===== src/rtl/choice_result_tx.sv =====
// rtl/choice_result_tx.sv - serial UART-style transmitter for one choice result vector
`timescale 1ns/1ps
module choice_result_tx #(
   parameter int         CLKS_PER_BIT = 16,
   parameter logic [7:0] SYNC_BYTE    = 8'hA5
) (
   input  logic       clk,
   input  logic       rst_n,
   input  logic       in_valid,
   output logic       in_ready,
   input  logic [4:0] p,
   input  logic [4:0] q,
   input  logic [6:0] r,
   input  logic [3:0] s,
   input  logic [5:0] t,
   input  logic [4:0] u,
   input  logic [4:0] v,
   input  logic [5:0] w,
   input  logic [4:0] x,
   input  logic       y,
   input  logic       z,
   output logic       tx,
   output logic       busy,
   output logic       done
);

   localparam int DIV_W = (CLKS_PER_BIT > 1) ? $clog2(CLKS_PER_BIT) : 1;
   localparam logic [DIV_W-1:0] DIV_LAST = DIV_W'(CLKS_PER_BIT - 1);

   typedef enum logic [1:0] {S_IDLE, S_START, S_DATA, S_STOP} state_t;

   state_t           state_q, state_d;
   logic [DIV_W-1:0] div_q, div_d;
   logic [2:0]       bit_q, bit_d;
   logic [2:0]       byte_q, byte_d;
   logic [63:0]      pkt_q, pkt_d;
   logic             done_q, done_d;
   logic             bit_tick;

   always_ff @(posedge clk or negedge rst_n) begin
      if (!rst_n) begin
         state_q <= S_IDLE;
         div_q   <= '0;
         bit_q   <= '0;
         byte_q  <= '0;
         pkt_q   <= '0;
         done_q  <= 1'b0;
      end else begin
         state_q <= state_d;
         div_q   <= div_d;
         bit_q   <= bit_d;
         byte_q  <= byte_d;
         pkt_q   <= pkt_d;
         done_q  <= done_d;
      end
   end

   assign bit_tick = (div_q == DIV_LAST);

   always_comb begin
      state_d = state_q;
      bit_d   = bit_q;
      byte_d  = byte_q;
      pkt_d   = pkt_q;
      done_d  = 1'b0;
      div_d   = (state_q == S_IDLE || bit_tick) ? '0 : div_q + 1'b1;
      case (state_q)
         S_IDLE: begin
            if (in_valid) begin
               // Sync byte sits in the low byte so {byte,bit} indexes the whole packet.
               pkt_d   = {6'b0, z, y, x, w, v, u, t, s, r, q, p, SYNC_BYTE};
               bit_d   = '0;
               byte_d  = '0;
               state_d = S_START;
            end
         end
         S_START: begin
            if (bit_tick) state_d = S_DATA;
         end
         S_DATA: begin
            if (bit_tick) begin
               bit_d = bit_q + 3'd1;
               if (bit_q == 3'd7) state_d = S_STOP;
            end
         end
         S_STOP: begin
            if (bit_tick) begin
               byte_d = byte_q + 3'd1;
               if (byte_q == 3'd7) begin
                  state_d = S_IDLE;
                  done_d  = 1'b1;
               end else begin
                  state_d = S_START;
               end
            end
         end
         default: state_d = S_IDLE;
      endcase
   end

   // Decoded straight from state so an asynchronous reset forces the line high at once.
   always_comb begin
      tx = 1'b1;
      case (state_q)
         S_START: tx = 1'b0;
         S_DATA:  tx = pkt_q[{byte_q, bit_q}];
         default: tx = 1'b1;
      endcase
   end

   assign in_ready = (state_q == S_IDLE);
   assign busy     = (state_q != S_IDLE);
   assign done     = done_q;

endmodule


===== config.mk =====
export PLATFORM = sky130hd
export DESIGN_NAME = choice_result_tx
export DESIGN_NICKNAME = d
export VERILOG_FILES = /design/src/rtl/choice_result_tx.sv
export SDC_FILE = /design/constraint.sdc
export NUM_CORES = 1
export LEC_CHECK = 0
export ABC_AREA = 1
export CAP_MARGIN = 20
export CORE_MARGIN = 10
export CORE_UTILIZATION = 35
export DETAILED_ROUTE_END_ITERATION = 8
export RECOVER_POWER = 100
export REMOVE_ABC_BUFFERS = 1
export SYNTH_ARGS = -nofsm -noshare
export SYNTH_HDL_FRONTEND = slang
export SYNTH_SLANG_ARGS = --single-unit

===== constraint.sdc =====
create_clock -name clk -period 2.1 [get_ports clk]
set_input_delay 0.42 -clock clk [delete_from_list [all_inputs] [get_ports clk]]
set_output_delay 0.42 -clock clk [all_outputs]
set_load 0.03 [all_outputs]

# Word level (Yosys, flattened, before mapping)
# Cells that the tools add are included.
# classes
addsub	3
reduce_logical	9
magnitude_cmp	1
n_eq_ne	11
mux	19
# op_table
op	count
one-hot mux 3 bit (2 select lines)	2
two-way mux 2 bit	5
inequality test 2 bit (second input constant)	5
two-way mux 3 bit	3
one-hot mux 2 bit (4 select lines)	1
< comparator 6 x 7 -> 1 bit (second input constant)	1
adder 3 x 1 -> 3 bit (second input constant)	2
binary-select mux 1 bit (select 6 bit)	1
equality test 3 bit (second input constant)	2
AND reduction 3 bit	2
nonzero test 2 bit	3
two-way mux 1 bit	5
AND reduction 5 bit	1
adder 4 x 1 -> 4 bit (second input constant)	1
equality test 2 bit (second input constant)	2
equality test 4 bit (second input constant)	1
two-way mux 4 bit	1
equality test 2 x 1 -> 1 bit (second input constant)	1
zero test 2 bit	1
one-hot mux 1 bit (2 select lines)	1
AND reduction 2 bit	1
logical OR 1 bit	1
# word_totals
regBits	67
elab_cells	49
output_inout_bits	4
inputBits	53

# Longest topological paths before layout
# Gate-level depths: netlist of the first run.
# logic_depth
ltp_word	4
ltp_mapped	13
depth_no_buf	12

# Worst setup path after synthesis of the first run
# OpenSTA, ideal clock, no wires.
# synth_path
kind	reg2reg
startpoint	reg state_q[0]
endpoint	reg state_q[0]
arrival_time_ns	1.710
t_required_ns	1.973
path_stages_with_launch	9
setup_ns	0.127
path_buffers	0
synth_period_minus_slack_ns	1.837
slack_ns	0.263
path_cell_list	dfrtp_1 inv_1 ha_1 inv_1 nor2_1 a21oi_1 nand2_1 a21oi_1 o22ai_1
# synth_between
elab_chain_len	3
word_cells_on_any_way	11
classes_between	eq/ne: 8; mux: 1; reduce/logical: 2
# synth_lines
item	line	source
start: declaration	32	state_t state_q, state_d;
start signal: assignment	49	state_q <= state_d;
zero test 2 bit (*)	-	
via in_ready	10	output logic in_ready,
inequality test 2 bit (no line)	-	
AND reduction 5 bit (no line)	-	
# Mark *: on every way through the listed nets, which the timed path passes. The rest lies on a longest branch.
# A chain may end at the register's enable or synchronous reset.

# Final worst setup path of the first run
# layout_path
startpoint	reg bit_q[0]
endpoint	out tx
# layout_between
elab_chain_len	3
# layout_lines
item	line	source
start: declaration	34	logic [2:0] bit_q, bit_d;
start signal: assignment	51	bit_q <= bit_d;
binary-select mux 1 bit (select 6 bit)	106	S_DATA: tx = pkt_q[{byte_q, bit_q}];
two-way mux 1 bit (not written as such)	106	
one-hot mux 1 bit (2 select lines)	104	case (state_q)
end: declaration	22	output logic tx,
# No other way between the ends. The select of a mux whose other input is x is not followed.

==> results of run 1 <==
[worst max-delay path by stage]
stage          startpoint         to  cells past startpoint
4_1_cts          bit_q[0]         tx                     11
5_1_grt          bit_q[0]         tx                     12
3_3_place_gp   state_q[0]       busy                      4
6_report         bit_q[0]         tx                     12
3_5_place_dp   state_q[0]       busy                      4
2_1_floorplan  state_q[0]  pkt_q[10]                      4
[timing repair]
action | 4_1_cts | 5_1_grt
gates resized for setup | 4 | 9
endpoints found under the setup margin | 3 | 3
pin swaps | 0 | 0
[registers in the layout (all words and copies together), names as in the netlist]
register and cells:
div_q 4, bit_q 3, pkt_q 51, byte_q 3, done 1, state_q 2
[synthesized netlist by cell type]
| master | number |
|---|---|
| a21oi_1 | 30 |
| a22oi_1 | 1 |
| a31oi_1 | 1 |
| buf_2 | 7 |
| buf_4 | 1 |
| buf_6 | 5 |
| clkbuf_1 | 3 |
| clkbuf_2 | 1 |
| dfrtp_1 | 64 |
| ha_1 | 9 |
| inv_1 | 42 |
| inv_2 | 2 |
| mux2_2 | 25 |
| nand2_1 | 64 |
| nand3_1 | 31 |
| nand3b_1 | 1 |
| nor2_1 | 51 |
| o211ai_1 | 3 |
| o21ai_0 | 19 |
| o22ai_1 | 1 |
| or2_2 | 1 |
| xor2_1 | 1 |
[stage by stage]
stage / cells / area, um2 / util, %
final: 535 / 4050 / 46.2
after global placement: 519 / 3880 / 44.3
after CTS: 535 / 4080 / 46.5
after global routing: 535 / 4050 / 46.2
after detailed placement: 519 / 3880 / 44.3
after floorplan: 346 / 3060 / -
[cell families after synthesis]
logic type      Yosys count  share of synthesized area, %
simple gates            148                          18.9
flops                    64                          50.5
buf+inv                  61                          8.83
compound gates           55                          9.07
mux                      25                          8.87
fa+ha+maj                 9                          3.55
xor+xnor                  1                         0.276
[power breakdown]
group / switching [mW] / internal, mW / leakage (nW) / total, mW
Sequential: 0.289 / 1.80 / 0.739 / 2.09
Combinational: 1.32 / 1.08 / 1.11 / 2.40
Clock: 0.447 / 0.610 / 0.103 / 1.06
[per-layer routing]
| layer | GRT usage [%] | share of wire, % | routed length (um) | up-vias |
|---|---|---|---|---|
| met3 | 4.22 | 6.1 | 425 | 8 |
| met4 | 3.71 | 1.2 | 87 | 0 |
| li1 | - | - | - | 1280 |
| met5 | 0 | 0 | 0 | - |
| met2 | 17.2 | 46 | 3190 | 53 |
| met1 | 14.1 | 47 | 3290 | 1137 |
[layout make-up]
cell class | instances | share of cell area, %
repair buffers | 65 | 15.7
well taps | 108 | 3.34
clock inverters | 3 | 0.989
inverters | 44 | 4.14
multi-input cells | 238 | 32.3
clock buffers | 13 | 3.93
flip-flops and latches | 64 | 39.6
[worst max-delay path, cell delays in order, from the launching register on]
cell	delay, ns
dfrtp_2	0.44
inv_2	0.23
nand2_1	0.09
nand3_1	0.09
nand2_1	0.04
nand3b_1	0.14
nand2_1	0.06
inv_1	0.03
nand2_1	0.05
nand2_1	0.07
nand2_1	0.08
nand2_2	0.07
buf_12	0.14
==> run summary, run 1 <==
Run status: finished, violations left
Failing checks: max-capacitance violations, max-slew violations, negative setup slack
Main area contributors after synthesis: dfrtp_1 50%, mux2_2 8.9%, nand2_1 7.6%
Detail Route Antenna Nets: 0
Peak VDD IR: 574 uV
Number of I/O port buffers: 56
Period utilisation layout: 109%
Dpl hpwl: 5130 um
Grt ovf: 0
Area Overhead vs Synth: 27.6%
Synth warn: 0
DR iter-0 viols: 174
Total Routing Usage GR: 11.2%
DRC: 0
Yosys reg bits: 64
Die area: 13,300 um2
Final Hold Fails: 0
Fillers: 877
Post-synthesis cell type count: 22
Worst hold endpoint: div_q[0]
Initial Util: 36.2%
Reg2reg setup slack: 0.04 ns
Vias/cell: 4.63
Row count: 34
First-pass GRT wire length: 12,200 um
Clk Latency, worst-skew pair: 0.34 ns
Die Y: 115 um
Number of antenna violations at the first check in global routing: 0
Setup violators final: 1
Vias in the first global route: 2,593
Reg2reg end: bit_q[0]
FMAX: 437 MHz
Final Power: 5.55 mW
Worst Path Arrival: 1.87 ns
Area leader, netlist: dfrtp_1
Static Leak: 1.95 nW
Die width: 115 um
RSZ-0062 raised after global routing: yes
DR WL/cell: 13.1 um
WHS: 0.462 ns
CTS H-tree lvls: 3
Register area share after synthesis: 50.5%
CTS Buf Count: 9
Clk buf depth: 2
Nets@finish: 484
Gp weighted congestion: 0.844
Startpoint types: register
Final Critical Period: 2.29 ns
DR pass1 iterations: 4
CP required: 1.68 ns
Via count: 2,478
Final wirelength: 7000 um
Max_cap viols: 1
Top fanout value on the critical path: 15
Pre-CTS WS: 0.0729 ns
R2R cell count: 9
Largest net degree at the start of global routing: 65
Rel. slew slack: -5.59%
# diodes: 0
Register area: 1600 um2
Crit. End Element: output port
Post CTS Setup Buffer Count: 0
Pwr Density: 1370 nW/um2
CTS Hold Bufs: 0
WS Path Type: reg -> out
HP Start: div_q[0]
Slew @ Worst Pin: 1.58 ns
Number of I/O pins: 57
Layout cells sized above 1: 13.8%
Post-Syn Area: 3170 um2
Max Slew Vio Count: 65
Most common cell after layout, fill and taps aside: dfrtp_1
Worst Skew: 0.00544 ns
Min-delay worst type: reg -> reg
Clk root buf: clkbuf_8
CTS tree: done
Highest-count cells in the layout ignoring fill and taps: 63 x dfrtp_1, 62 x nand2_1, 51 x clkdlybuf4s50_1
Area of the multi-input gates: 1310 um2
TNS Setup: -0.191 ns
Top cell type's share of synthesized area: 50.5%
Final Worst Setup Slack: -0.191 ns
Worst-path clk slew: 0.06 ns
Syn_area_per_cell: 8.74 um2
Cells after synthesis: 363
Clk sinks: 64
Core Box Area: 8760 um2
Reg2reg start: state_q[0]
Min-Delay Path Depth: 1
Power figures use the tool's default switching activity.
==> run 2, diff against run 1 <==
PLACE_DENSITY = 0.68   (was not set)
==> run 2 against run 1 <==
Effect of this change:
- the run still ends with max-capacitance violations, max-slew violations, negative setup slack left
- sequential cell count stayed put
- die area is the same
- clock skew increased by 0.0029 ns
- critical path type unchanged
- combinational power is essentially flat
- clock-buffer cell count is the same
- hold slack improved by 0.0019 ns
- clock power barely moved
- worst setup slack improved by 0.038 ns
- cell area barely moved
- largest cell class unchanged
==> run summary, run 2 (synthesis gave the netlist of run 1 again) <==
Run status: finished, violations left
Failing checks: max-capacitance violations, max-slew violations, negative setup slack
Core Box Area: 8760 um2 (unchanged)
Peak VDD IR: 510 uV (-11%)
Worst-path clk slew: 0.07 ns (about the same)
Via count: 2,533 (+2.2%)
Logic gate share of total power: 43.2% (about the same)
Final Power: 5.57 mW (+0.42%)
Max FFs per register: 51 (unchanged)
Post CTS Setup Buffer Count: 0 (unchanged)
Clock share of power: 19.1% (about the same)
Die area: 13,300 um2 (unchanged)
Number of I/O port buffers: 56 (unchanged)
DR pass1 iterations: 5 (+1)
CTS H-tree lvls: 3 (unchanged)
Gp weighted congestion: 0.853 (+1.0%)
Clk Latency, worst-skew pair: 0.34 ns (about the same)
First-pass GRT wire length: 12,700 um (+4.1%)
Top flop regs: pkt_q (51), div_q (4)
Grt ovf: 0 (unchanged)
Startpoint types: register
Die Y: 115 um (unchanged)
FMAX: 444 MHz (+1.7%)
Min-delay worst type: reg -> reg
Die width: 115 um (unchanged)
# diodes: 0 (unchanged)
Crit. End Element: output port
Clk sinks: 64 (unchanged)
Row count: 34 (unchanged)
Highest-count cells in the layout ignoring fill and taps: 63 x nand2_1, 63 x dfrtp_1, 51 x clkdlybuf4s50_1
Initial Util: 36.2% (unchanged)
Pwr Density: 1380 nW/um2 (+0.45%)
DRC: 0 (unchanged)
HP Start: pkt_q[7]
Critical path origin: bit_q[0]
Detail Route Antenna Nets: 0 (unchanged)
Rel. slew slack: -4.55% (+1.0 points)
Top fanout value on the critical path: 13 (-2)
Internal power: 3.49 mW (about the same)
Slew @ Worst Pin: 1.57 ns (-0.0155 ns)
Vias/cell: 4.75 (+2.6%)
Biggest register: pkt_q
Static Leak: 1.94 nW (-0.22%)
Finished Core Util: 46.2% (about the same)
Largest net degree at the start of global routing: 65 (unchanged)
CP required: 1.68 ns (about the same)
Number of I/O pins: 57 (unchanged)
Final Worst Setup Slack: -0.153 ns (+0.0375 ns)
Clk buf depth: 2 (unchanged)
Final Critical Period: 2.25 ns (-0.0375 ns)
Setup violators final: 1 (unchanged)
P_sw: 2.08 mW (+1.2%)
CTS Buf Count: 9 (unchanged)
Dpl hpwl: 5250 um (+2.2%)
Number of antenna violations at the first check in global routing: 0 (unchanged)
Nets@finish: 482 (-0.41%)
DR iter-0 viols: 166 (-4.6%)
Worst Skew: 0.00833 ns (+0.00289 ns)
Total Routing Usage GR: 11.7% (+0.50 points)
Worst Path Arrival: 1.83 ns (-0.04 ns)
Register share of total power: 37.7% (about the same)
Area Overhead vs Synth: 27.5% (about the same)
Final Hold Fails: 0 (unchanged)
Clk root buf: clkbuf_8
Sw Ratio: 37.4% (+0.28 points)
DR WL/cell: 13.4 um (+2.7%)
WS Path Type: reg -> out
Period utilisation layout: 107% (-1.8 points)
Max_cap viols: 1 (unchanged)
Reg2reg start: state_q[0]
Layout cells sized above 1: 13.9% (+0.065 points)
Final wirelength: 7160 um (+2.3%)
RSZ-0062 raised after global routing: yes
Max Slew Vio Count: 65 (unchanged)
Vias in the first global route: 2,704 (+4.3%)
CTS tree: done
-- run 2: changes by cell type in the layout (fill, tap and decap cells not counted), sizes merged --
cell         before  now
dlygate4sd2       0    1
buf               8    6
clkbuf           17   16
-- run 2: power by group through the flow --
| stage | Combinational [mW] | Clock [mW] | Sequential (mW) |
|---|---|---|---|
| floorplan | 1.65 | 0 | 2.07 |
| global placement | 2.36 | 0 | 2.08 |
| detailed placement | 2.43 | 0 | 2.11 |
| CTS | 2.47 | 1.10 | 2.10 |
| global route | 2.78 | 1.17 | 2.18 |
| finish | 2.41 | 1.06 | 2.10 |
-- run 2: final cells by class --
cell class / instances / area, um2
Timing Repair Buffer: 63 / 631
Inverter: 44 / 168
Multi-Input combinational cell: 238 / 1310
Sequential cell: 64 / 1600
Clock inverter: 3 / 40.0
Clock buffer: 13 / 159
Tap cell: 108 / 135
Fill cell: 869 / 4720
-- run 2: repair_timing --
action,CTS,global route
pin swaps,0,1
hold buffers,0,0
resized for setup,16,5
endpoints found under the setup margin,3,3
-- run 2: metal layers --
metal,wire (um),part of all wire [%],vias to the layer above,global-route usage (%)
met4,119,1.7,0,3.22
met3,494,6.9,10,4.43
met5,0,0,-,0
li1,-,-,1281,-
met1,3110,43,1181,14.6
met2,3430,48,61,18.5
-- run 2: path summary, 6_finish.rpt --
kind	end	depth (start not counted)	slack [ns]
setup / recovery	tx	14	-0.15
hold / removal	pkt_q[7]	2	0.46
setup reg to reg	bit_q[0]	9	0
hold reg to reg	pkt_q[7]	2	0.46
max in group asynchronous	bit_q[0]	2	0.50
min in group asynchronous	pkt_q[40]	2	0.56
-- run 2: through the flow --
stage          setup WS [ns]  hold slack (ns)  cells  instance area [um2]  setup TNS [ns]
6_report              -0.153            0.464    533                 4050          -0.153
3_5_place_dp          0.0799            0.447    517                 3860               0
3_3_place_gp           0.111            0.442    517                 3860               0
2_1_floorplan         -0.677            0.124    346                 3060          -31.31
4_1_cts               -0.181           0.0960    533                 4090          -0.181
5_1_grt               -0.373            0.490    533                 4050           -3.47
-- run 2: worst max-delay path: stages, from the launching register on --
cell	delay (ns)
dfrtp_2	0.46
buf_8	0.16
nor2_2	0.09
nor2_1	0.04
nand2_1	0.07
nand2_1	0.05
nand2_1	0.06
nand3b_1	0.08
nand2_1	0.06
inv_1	0.03
nand2_1	0.06
nand2_1	0.06
nand2_1	0.06
nand2_2	0.07
buf_12	0.14
==> run 3, diff against run 2 <==
CAP_MARGIN = not set   (was 20)
==> results of run 3 <==
Same layout as run 2: the final DEF is identical, and so are final timing and power.
